<file path="config.mk">
export PLATFORM = sky130hd
export DESIGN_NAME = bpsk_frame_modulator
export DESIGN_NICKNAME = d
export VERILOG_FILES = /design/src/rtl/bpsk_mod_pkg.sv /design/src/rtl/bpsk_bit_skid.sv /design/src/rtl/bpsk_frame_modulator.sv
export SDC_FILE = /design/constraint.sdc
export NUM_CORES = 1
export LEC_CHECK = 0
export CAP_MARGIN = 30
export CORE_MARGIN = 2
export CORE_UTILIZATION = 30
export CTS_BUF_LIST = sky130_fd_sc_hd__clkbuf_2 sky130_fd_sc_hd__clkbuf_4 sky130_fd_sc_hd__clkbuf_8
export DETAILED_ROUTE_END_ITERATION = 10
export PLACE_DENSITY_LB_ADDON = 0.3
export RECOVER_POWER = 25
export SLEW_MARGIN = 0
export SYNTH_ARGS = -nofsm -noshare
export SYNTH_HDL_FRONTEND = slang
export SYNTH_SLANG_ARGS = --single-unit
</file>
<file path="constraint.sdc">
create_clock -name clk -period 2.9 [get_ports clk]
set_input_delay 0.87 -clock clk [delete_from_list [all_inputs] [get_ports clk]]
set_output_delay 0.87 -clock clk [all_outputs]
set_load 0.01 [all_outputs]
</file>
<file path="src/rtl/bpsk_mod_pkg.sv">
// Shared types and helpers for the BPSK frame modulator: FSM states, symbol
// timing, preamble pattern and saturating negation.
package bpsk_mod_pkg;

  localparam int unsigned DEF_SAMPLE_WIDTH = 16;
  localparam int unsigned DEF_CARRIER_SPP  = 8;

  typedef enum logic [1:0] {
    ST_IDLE,
    ST_PREAMBLE,
    ST_DATA,
    ST_STALL
  } state_t;

  function automatic int unsigned calc_sps(input int unsigned cspp, input int unsigned pps);
    return cspp * pps;
  endfunction

  function automatic logic preamble_sym(input int unsigned idx);
    return ((idx % 2) == 0);
  endfunction

  // Two's-complement negate of a w-bit value held sign-extended in 64 bits;
  // the most-negative input maps to the most-positive value instead of itself.
  function automatic logic signed [63:0] sat_neg(input logic signed [63:0] v,
                                                 input int unsigned w);
    logic signed [63:0] v_min;
    v_min = -(64'sd1 <<< (w - 1));
    if (v == v_min) return -v - 64'sd1;
    return -v;
  endfunction

endpackage

</file>
<file path="src/rtl/bpsk_bit_skid.sv">
// One-entry data-bit buffer with valid/ready on the input side and a
// consume strobe from the modulator; stores the bit with its last flag.
module bpsk_bit_skid (
  input  logic clk,
  input  logic rst_n,
  input  logic en,
  input  logic i_valid,
  input  logic i_bit,
  input  logic i_last,
  input  logic i_consume,
  output logic o_ready,
  output logic o_full,
  output logic o_bit,
  output logic o_last
);

  logic r_full;
  logic r_bit;
  logic r_last;
  logic w_accept;

  assign o_ready  = rst_n && !r_full;
  assign w_accept = en && i_valid && o_ready;
  assign o_full   = r_full;
  assign o_bit    = r_bit;
  assign o_last   = r_last;

  always_ff @(posedge clk) begin
    if (!rst_n) begin
      r_full <= 1'b0;
      r_bit  <= 1'b0;
      r_last <= 1'b0;
    end else if (en) begin
      if (w_accept) begin
        r_bit  <= i_bit;
        r_last <= i_last;
      end
      r_full <= w_accept || (r_full && !i_consume);
    end
  end

endmodule

</file>
<file path="src/rtl/bpsk_frame_modulator.sv">
// Frame-oriented BPSK modulator: alternating preamble, then buffered data
// bits (optionally differentially encoded) mapped onto a cosine LUT carrier.
module bpsk_frame_modulator import bpsk_mod_pkg::*; #(
  parameter int unsigned SAMPLE_WIDTH               = DEF_SAMPLE_WIDTH,
  parameter int unsigned CARRIER_SAMPLES_PER_PERIOD = DEF_CARRIER_SPP,
  parameter int unsigned PERIODS_PER_SYMBOL         = 4,
  parameter int unsigned PREAMBLE_LEN               = 16,
  parameter int unsigned DIFF_EN                    = 0
) (
  input  logic                                          clk,
  input  logic                                          rst_n,
  input  logic                                          en,
  input  logic                                          frame_start,
  input  logic                                          bit_in,
  input  logic                                          bit_valid,
  input  logic                                          bit_last,
  output logic                                          bit_ready,
  output logic [$clog2(CARRIER_SAMPLES_PER_PERIOD)-1:0] cosine_lu,
  input  logic [SAMPLE_WIDTH-1:0]                       carrier,
  output logic [SAMPLE_WIDTH-1:0]                       out,
  output logic                                          out_valid,
  output logic                                          busy,
  output logic                                          underrun
);

  localparam int unsigned SPS  = calc_sps(CARRIER_SAMPLES_PER_PERIOD, PERIODS_PER_SYMBOL);
  localparam int unsigned CW   = $clog2(SPS);
  localparam int unsigned PW   = $clog2(CARRIER_SAMPLES_PER_PERIOD);
  localparam int unsigned SYMW = (PREAMBLE_LEN > 1) ? $clog2(PREAMBLE_LEN) : 1;

  state_t r_state, w_state_nxt;

  logic [CW-1:0]           r_sample_cnt;
  logic [SYMW-1:0]         r_sym_cnt;
  logic                    r_tx;
  logic                    r_last;
  logic                    r_preloaded;
  logic [SAMPLE_WIDTH-1:0] r_out;
  logic                    r_out_valid;
  logic                    r_underrun;

  logic                    w_buf_full;
  logic                    w_buf_bit;
  logic                    w_buf_last;
  logic                    w_consume;
  logic                    w_enc;
  logic                    w_tx;
  logic                    w_last;
  logic                    w_active;
  logic                    w_underrun;
  logic                    w_frame_go;
  logic                    w_sym_end;
  logic [SAMPLE_WIDTH-1:0] w_neg;

  bpsk_bit_skid u_skid (
    .clk       (clk),
    .rst_n     (rst_n),
    .en        (en),
    .i_valid   (bit_valid),
    .i_bit     (bit_in),
    .i_last    (bit_last),
    .i_consume (w_consume),
    .o_ready   (bit_ready),
    .o_full    (w_buf_full),
    .o_bit     (w_buf_bit),
    .o_last    (w_buf_last)
  );

  // phase equals the low bits of sample_cnt since SPS is a multiple of the LUT period
  assign cosine_lu = (r_state == ST_IDLE) ? '0 : r_sample_cnt[PW-1:0];
  assign w_sym_end = (r_sample_cnt == CW'(SPS - 1));
  assign w_enc     = (DIFF_EN != 0) ? (w_buf_bit ^ r_tx) : w_buf_bit;
  assign w_neg     = SAMPLE_WIDTH'(sat_neg(64'(signed'(carrier)), SAMPLE_WIDTH));

  assign out       = r_out;
  assign out_valid = r_out_valid;
  assign busy      = (r_state != ST_IDLE);
  assign underrun  = r_underrun;

  always_comb begin
    w_state_nxt = r_state;
    w_tx        = r_tx;
    w_last      = r_last;
    w_active    = 1'b0;
    w_consume   = 1'b0;
    w_underrun  = 1'b0;
    w_frame_go  = 1'b0;
    unique case (r_state)
      ST_IDLE: begin
        if (frame_start) begin
          w_frame_go  = 1'b1;
          w_state_nxt = (PREAMBLE_LEN == 0) ? ST_DATA : ST_PREAMBLE;
        end
      end
      ST_PREAMBLE: begin
        w_active = 1'b1;
        w_tx     = preamble_sym(32'(r_sym_cnt));
        if (w_sym_end && (r_sym_cnt == SYMW'(PREAMBLE_LEN - 1)))
          w_state_nxt = ST_DATA;
      end
      ST_DATA: begin
        if ((r_sample_cnt == '0) && !r_preloaded) begin
          if (w_buf_full) begin
            w_consume = 1'b1;
            w_tx      = w_enc;
            w_last    = w_buf_last;
            w_active  = 1'b1;
          end else begin
            w_underrun  = 1'b1;
            w_state_nxt = ST_STALL;
          end
        end else begin
          w_active = 1'b1;
        end
        if (w_active && w_sym_end && w_last)
          w_state_nxt = ST_IDLE;
      end
      ST_STALL: begin
        if (w_buf_full) begin
          w_consume   = 1'b1;
          w_state_nxt = ST_DATA;
        end
      end
      default: w_state_nxt = ST_IDLE;
    endcase
  end

  always_ff @(posedge clk) begin
    if (!rst_n) begin
      r_state      <= ST_IDLE;
      r_sample_cnt <= '0;
      r_sym_cnt    <= '0;
      r_tx         <= 1'b0;
      r_last       <= 1'b0;
      r_preloaded  <= 1'b0;
      r_out        <= '0;
      r_out_valid  <= 1'b0;
      r_underrun   <= 1'b0;
    end else if (en) begin
      r_state    <= w_state_nxt;
      r_underrun <= w_underrun;
      if (w_frame_go) begin
        r_sample_cnt <= '0;
        r_sym_cnt    <= '0;
        r_tx         <= 1'b0;
        r_last       <= 1'b0;
        r_preloaded  <= 1'b0;
      end
      if (w_active) begin
        r_sample_cnt <= w_sym_end ? '0 : r_sample_cnt + 1'b1;
        r_tx         <= w_tx;
        r_last       <= w_last;
      end
      if ((r_state == ST_PREAMBLE) && w_sym_end)
        r_sym_cnt <= r_sym_cnt + 1'b1;
      // A symbol loaded while stalled is used at the next sample_cnt==0 without re-reading the buffer
      if ((r_state == ST_STALL) && w_consume) begin
        r_tx        <= w_enc;
        r_last      <= w_buf_last;
        r_preloaded <= 1'b1;
      end else if ((r_state == ST_DATA) && w_active) begin
        r_preloaded <= 1'b0;
      end
      r_out_valid <= w_active;
      if (r_state == ST_IDLE)
        r_out <= '0;
      else if (w_active)
        r_out <= w_tx ? carrier : w_neg;
    end
  end

endmodule

</file>
Word-level counts from Yosys, hierarchy flattened. Index checks and enable logic that the tools add are counted.

Output and inout port bits: 23. Word-level logic and storage cells: 104. Flip-flop bits (word level): 35. Input bits: 23.

Reductions and logical operators: 32. Multiplexer cells: 44. Equal/unequal tests: 12. Add/subtract/negate cells: 4.

Operators with widths (number): 2-to-1 mux 16 bit (5); logical NOT 32 bit (1); 2-to-1 mux 1 bit (23); equality test 16 bit (second input constant) (1); negator 16 bit (1); subtractor 16 x 2 -> 16 bit (second input constant) (1); 2-to-1 mux 5 bit (3); 2-to-1 mux 2 bit (6); AND reduction 2 bit (6); logical AND 1 bit (11); 2-to-1 mux 4 bit (2); one-hot mux 2 bit (4 select lines) (1); nonzero test 2 bit (4); inequality test 3 bit (second input constant) (2); one-hot mux 1 bit (2 select lines) (3); AND reduction 6 bit (1); nonzero test 3 bit (2); adder 5 x 1 -> 5 bit (second input constant) (1); equality test 5 bit (second input constant) (1); logical NOT 5 bit (1); adder 4 x 1 -> 4 bit (second input constant) (1); equality test 2 bit (second input constant) (2); equality test 4 bit (second input constant) (1); inequality test 2 bit (second input constant) (2); 8 further kinds (10).

Depth between registers and ports, before layout. Gate-level depths: netlist of the first run.

Depth in word-level cells: 8. Mapped depth: 10. Mapped depth without buffers: 9.

By module. From an unflattened synthesis of the first run, not the netlist that was laid out.

Cell total of the unflattened synthesis: 304. Area, all modules: 2406.1 µm².

By module, submodules not included: bpsk_frame_modulator (cells an instance 291, times used 1, area each 2277.2 µm²); bpsk_bit_skid (cells an instance 13, times used 1, area each 128.9 µm²).

Least setup slack after synthesis of the first run. No wires, ideal clock.

Path kind: in2reg. From: input port carrier[14]. To: register r_out[7] (netlist: out[7]). Data required time: 2.815 ns. Slack: 0.193 ns. Buffers on the path: 0. Stages: 6. Setup time: 0.085 ns. Arrival: 2.623 ns. Path through: or4b_4 or3_1 a2111o_1 o21a_4 and3b_1 o31ai_2.

Word-level cells in the longest chain between the ends: 6.

Ends and longest elaborated chain: from (decl) (line bpsk_frame_modulator.sv:19) `input logic [SAMPLE_WIDTH-1:0] carrier,`; equality test 16 bit (line bpsk_mod_pkg.sv:29) `if (v == v_min) return -v - 64'sd1;`; 2-to-1 mux 1 bit (line bpsk_mod_pkg.sv:29); 2-to-1 mux 16 bit (line bpsk_mod_pkg.sv:30) `return -v;`; 2-to-1 mux 16 bit (line bpsk_frame_modulator.sv:168) `r_out <= w_tx ? carrier : w_neg;`; 2-to-1 mux 16 bit (line bpsk_frame_modulator.sv:167) `else if (w_active)`; 2-to-1 mux 16 bit (line bpsk_frame_modulator.sv:165) `if (r_state == ST_IDLE)`; to (signal assigned) (line bpsk_frame_modulator.sv:168); to (decl) (line bpsk_frame_modulator.sv:38) `logic [SAMPLE_WIDTH-1:0] r_out;`.

No other way between the ends. The select of a mux whose other input is x is not followed. A chain may end at the register's enable or synchronous reset.

Final worst setup path of the first run.
From: input port carrier[15]. To: register r_out[7] (netlist: out[7]).

Same word-level chain as after synthesis.

==> results of run 1 <==
cell type report:
type / count / area (µm²) / area share, %
clock buffers: 6 / 82.58 / 2.504
multi-input cells: 243 / 1534 / 46.51
well taps: 102 / 127.6 / 3.869
inverters: 12 / 45.04 / 1.366
clock inverters: 2 / 35.03 / 1.062
repair buffers: 88 / 773.2 / 23.44
flip-flops and latches: 35 / 700.7 / 21.24
worst reg2reg max path, stage by stage (launching register included):
cell	delay, ns
dfxtp_1	0.37
inv_1	0.09
ha_1	0.30
nor4b_1	0.38
a21oi_1	0.19
o21ai_0	0.27
and2_0	0.40
buf_4	0.25
nand2_1	0.08
o41ai_1	0.06
through the flow:
stage | worst slack [ns] | power (mW) | setup TNS (ns) | area (µm²)
6_report | 0.05639 | 1.214 | 0 | 3298
2_1_floorplan | 0.1929 | 0.6184 | 0 | 2315
3_3_place_gp | -0.2385 | 0.7423 | -2.544 | 3163
4_1_cts | 0.02090 | 1.224 | 0 | 3279
3_5_place_dp | -0.2836 | 0.7431 | -2.957 | 3163
5_1_grt | -0.009672 | 1.268 | -0.009672 | 3298
what timing repair did:
action,in CTS,in global routing
pin swaps,0,4
setup endpoints to repair,1,8
setup buffers,0,1
cloned,0,0
resized for setup,1,6
state kept, by name, indices dropped and copies added (netlist names):
register	count
out	16
r_sample_cnt	5
r_sym_cnt	4
r_state	2
out_valid	1
r_last	1
r_preloaded	1
r_tx	1
u_skid.o_bit	1
u_skid.o_full	1
u_skid.o_last	1
underrun	1
power groups by stage:
stage	clock (mW)	combinational (mW)	sequential, mW
2_1_floorplan	0	0.117	0.502
5_1_grt	0.509	0.267	0.492
3_3_place_gp	0	0.240	0.502
3_5_place_dp	0	0.241	0.503
4_1_cts	0.491	0.242	0.491
6_report	0.480	0.243	0.491
routing by layer:
metal  track usage (%)  up-vias
met5                 0        -
met2             30.15       70
li1                  -     1283
met4             6.095        0
met3             2.876       15
met1             22.33     1189
cells in the final DEF (no fill, tap or decap), types with 3 or more instances in the layout:
cell	instances
a211oi_1	3
a21oi_1	25
a31o_2	3
a31oi_1	3
and2_1	4
and3_1	4
buf_4	42
clkbuf_8	6
clkdlybuf4s50_1	36
dfxtp_1	35
dlygate4sd3_1	6
ha_1	9
inv_1	12
mux2i_1	6
nand2_1	35
nand3_1	19
nand3b_1	3
nand4_1	5
nor2_1	27
nor3_1	10
nor3b_1	3
o21ai_0	17
o21ai_1	3
o31ai_1	5
or2_2	3
or4_1	3
worst paths after layout:
path	endpoint	slack (ns)	cells past startpoint
min	out[4]$_SDFFE_PN0P_	0.45	2
max reg2reg	out[8]$_SDFFE_PN0P_	0.42	9
max	out[7]$_SDFFE_PN0P_	0.06	7
min reg2reg	out[4]$_SDFFE_PN0P_	0.45	2
cells by family after synthesis:
| group | after synthesis | synth area share (%) |
|---|---|---|
| compound gates | 87 | 25.57 |
| xor+xnor | 2 | 0.7569 |
| fa+ha+maj | 10 | 5.405 |
| buf+inv | 23 | 3.892 |
| flops | 35 | 30.27 |
| mux | 8 | 3.568 |
| simple gates | 136 | 30.54 |
==> results.yml, run 1 <==
status:
  outcome: "complete, no violations"
clock_network:
  root_buffer: "clkbuf_8"
  clkTransAtPathRegs_ns: 0.08
  cts_sinks: 35
  ctsHoldBuffers: 0
  clockBufferDepth: 2
  h-tree-depth: 2
  cts_buffers: 5
  clkLatencyLatePin_ns: 0.30
  tritoncts: "yes"
sta:
  skew_ns: 0.005954
  worst_pin_slew_ns: 0.5368
  fin_crit_ns: 2.844
  setup_viol: 0
  fin_crit_sh_pct: 98.06
  slew_headroom_pct: 64.08
  hold_viol_final: 0
  slew_viol_final: 0
  hold_slack_ns: 0.4490
  max_freq_mhz: 351.7
synthesis:
  yosysWarnings: 0
  ys_seq_elements: 35
  synth_edf_count: 0
  synth_top_cell_area_share_pct: 30.27
  avgSynthCellArea_um2: 7.690
  synth_area_leaders: "dfxtp_1 30%, nand2_1 5.7%, a21oi_1 5.4%, ha_1 5.4%, nor2_1 4.4%"
  syn_inst: 301
  synth.top_cells.by_count: "35 x dfxtp_1, 35 x nand2_1, 27 x nor2_1"
  synth_area_leader_cell: "dfxtp_1"
  ys_seq_area_share_pct: 30.27
  mappedNetlistArea_um2: 2315
  yosysUniqueCellTypes: 62
  ys.flop_type: "dfxtp_1"
  syn-num-nets: 334
  async_flop_share_pct: 0
finish:
  utilization_pct: 43.36
  nets: 418
  n_fill_cell: 792
  instances_no_fill: 488
  drive_above_1_share_pct: 18.13
  diodes: 0
  syn2layout_area_growth_pct: 42.49
detailed_routing:
  ant_nets: 0
  top_layer_used: "met4"
  viasPerCell: 5.240
  drc: 0
  vias: 2557
  wl_met1_um: 3319
  met3WireLength_um: 289
  drt_iter0_markers: 117
  wl_per_cell_um: 14.74
  drt-total-wl_um: 7194
  wl_met2_um: 3430
  first_pass_iters: 4
power_and_ir_drop:
  power.share.switching_pct: 27.75
  ir_drop_mv: 0.1778
  combPwrFrac_pct: 20.0
  internal-power_mw: 0.8774
  clockPowerShare_pct: 39.5
  p_sw_mw: 0.3369
  power.leakage_nw: 1.282
  powerDensity_nw_per_um2: 368.2
  p_seq_share_pct: 40.5
grt:
  grt_pass1_wl_um: 12050
  grt_max_degree: 22
  grt_pass1_vias: 2514
  grtUsageTotal_pct: 17.58
  antenna_found_initial: 0
  grt_remaining_overflow: 0
floorplan:
  dieArea_um2: 8435
  io_pins: 46
  std_cell_rows: 32
  start_util_pct: 30.43
  core_area_um2: 7607
  die_height_um: 91.84
  die-width_um: 91.84
run:
  max-cap-violations: 0
worst_setup_path:
  startpoint: "carrier[15]"
  slowest_stage: "clkdlybuf4s50_1"
  crit_required_ns: 3.12
  critPathMaxStageDelay_ns: 0.51
  crit_path_max_fanout: 5
  rr_startpoint: "r_state[1]$_SDFFE_PN0P_"
  critPathBufInv: 1
  cp_cell_sequence: "clkdlybuf4s50_1, or4b_4, or3_1, a2111o_1, o21a_4, and3b_1, o31ai_2"
  path_delay_family: "simple AND/OR/NAND/NOR gates"
  startpoint_type: "input port"
  cp-end-kind: "flop"
  cp_data_arrival_time_ns: 3.06
  crit_type: "in2reg"
min_path:
  worstHoldStart: "out[4]$_SDFFE_PN0P_"
  hold_class: "reg2reg"
placed_design:
  gp_congestion: 0.8570
  place_inst: 479
  hpwl_um: 5315
  portBuffers: 45
(Power assumes the default switching activity.)
==> run 2, diff against run 1 <==
Settings changed: CAP_MARGIN 30 to not set.
==> results of run 2 <==
No change in the layout: final DEF, timing and power equal those of run 1.
==> run 3, diff against run 2 <==
Settings changed: MAX_ROUTING_LAYER set to met4.
==> results.yml, run 3 (synthesis results as in run 1) <==
sta:
  setup_viol: 0
  max_freq_mhz: 353.9
  fin_crit_sh_pct: 97.43
  skew_ns: 0.01340
  grt_setup_unrepaired: "no"
  hold_slack_ns: 0.4513
  slew_headroom_pct: 66.80
  hold_viol_final: 0
  slew_viol_final: 0
  tns_ns: 0
  fin_crit_ns: 2.825
  setup_ws_ns: 0.07455
  worst_pin_slew_ns: 0.4961
finish:
  layout_commonest_cell: "buf_4"
  nets: 417
  final_cell_mix: "41 x buf_4, 35 x nand2_1, 35 x dfxtp_1, 30 x clkdlybuf4s50_1, 27 x nor2_1"
  multi_input_area_um2: 1543
  utilization_pct: 43.09
  fin_area_um2: 3278
  largest_reg_flops: 16
  regArea_um2: 700.7
  instances_no_fill: 487
  syn2layout_area_growth_pct: 41.62
  n_fill_cell: 784
  diodes: 0
  drive_above_1_share_pct: 18.18
min_path:
  holdPathEnd: "out[14]$_SDFFE_PN0P_"
  worstHoldStart: "out[14]$_SDFFE_PN0P_"
  min_path_cells: 2
  hold_class: "reg2reg"
worst_setup_path:
  rr_startpoint: "r_state[0]$_SDFFE_PN0P_"
  startpoint: "carrier[1]"
  cp_cell_sequence: "clkdlybuf4s50_1, inv_1, ha_2, nor4bb_1, mux2i_1, a2111o_1, o21a_4, and3b_1, o31ai_2"
  crit_path_max_fanout: 5
  rrSetupSlack_ns: 0.45
  cp-end-kind: "flop"
  slowest_stage: "clkdlybuf4s50_1"
  crit_type: "in2reg"
  cp_data_arrival_time_ns: 3.04
  r2r-end: "out[8]$_SDFFE_PN0P_"
  rr_worst_depth: 8
  startpoint_type: "input port"
  crit_required_ns: 3.11
  critPathMaxStageDelay_ns: 0.50
clock_network:
  ctsHoldBuffers: 0
  cts_sinks: 35
  tritoncts: "yes"
  clkLatencyLatePin_ns: 0.30
  clkTransAtPathRegs_ns: 0.07
  h-tree-depth: 2
  root_buffer: "clkbuf_8"
  clockBufferDepth: 2
  cts_buffers: 5
grt:
  grtUsageTotal_pct: 18.13
  grt_remaining_overflow: 0
  antenna_found_initial: 0
  grt_pass1_wl_um: 12140
  grt_max_degree: 22
  grt_pass1_vias: 2573
run:
  max-cap-violations: 0
placed_design:
  portBuffers: 45
  placed_area_um2: 3156
  hpwl_um: 5380
  dp_slack_ns: -0.3097
  gp_congestion: 0.8768
  place_inst: 478
detailed_routing:
  first_pass_iters: 4
  drc: 0
  drt_iter0_markers: 75
  vias: 2600
  ant_nets: 0
  drt-total-wl_um: 7198
  viasPerCell: 5.339
  wl_per_cell_um: 14.78
floorplan:
  dieArea_um2: 8435
  die_height_um: 91.84
  start_util_pct: 30.43
  core_area_um2: 7607
  std_cell_rows: 32
  io_pins: 46
  die-width_um: 91.84
power_and_ir_drop:
  power.leakage_nw: 1.277
  clockPowerShare_pct: 36.1
  internal-power_mw: 0.8226
  ir_drop_mv: 0.1665
  powerDensity_nw_per_um2: 349.4
  p_seq_share_pct: 42.9
  power.share.switching_pct: 28.18
  power_mw: 1.145
  p_sw_mw: 0.3228
  combPwrFrac_pct: 20.9
status:
  outcome: "complete, no violations"
## run 3: cell types whose count changed in the layout (fill, tap and decap cells not counted), sizes merged
| cell | before | now |
|---|---|---|
| dlymetal6s2s | 2 | 1 |
| dlygate4sd3 | 6 | 9 |
| clkdlybuf4s50 | 36 | 30 |
| bufinv | 1 | 0 |
| dlygate4sd2 | 1 | 5 |
| buf | 42 | 41 |
| clkbuf | 7 | 9 |
| clkinv | 1 | 0 |
## run 3: worst max-delay path by stage
stage	depth (start not counted)	slack, ns	end
floorplan	6	0.19	out[7]$_SDFFE_PN0P_
global placement	8	-0.24	out[9]$_SDFFE_PN0P_
detailed placement	7	-0.31	out[7]$_SDFFE_PN0P_
CTS	9	0.03	out[7]$_SDFFE_PN0P_
global route	9	0.01	out[7]$_SDFFE_PN0P_
finish	9	0.07	out[7]$_SDFFE_PN0P_
## run 3: power groups by stage
stage / registers [mW] / logic, mW / clock network (mW)
2_1_floorplan: 0.502 / 0.117 / 0
3_3_place_gp: 0.502 / 0.239 / 0
3_5_place_dp: 0.503 / 0.239 / 0
4_1_cts: 0.491 / 0.238 / 0.428
5_1_grt: 0.492 / 0.265 / 0.452
6_report: 0.492 / 0.240 / 0.414
## run 3: metal layers
metal / track usage [%] / up-vias / share of wire (%)
met5: - / - / 0
met4: 4.478 / 0 / 1.7
met3: 4.026 / 14 / 5.6
met2: 31.13 / 87 / 49
met1: 21.62 / 1218 / 43
li1: - / 1281 / -
## run 3: worst max-delay path, delay by kind of cell
family	cells	cell delay (ns)
AOI/OAI and AO/OA	3	0.83
adders and majority gates	1	0.19
buffers and inverters	2	0.57
muxes	1	0.13
and+or+nand+nor	2	0.44
## run 3: area by class of cell
type                       instances  area share, %
multi-input combinational        243          47.06
timing repair buffer              87          23.13
sequential                        35          21.37
tap                              102          3.893
clock buffer                       8          3.168
inverter                          12          1.374
## run 3: what timing repair did
item                       CTS  global route
gates resized for setup      5             5
gates cloned                 0             0
setup endpoints to repair    3            10
buffers inserted             0             1
pin swaps                    1             3
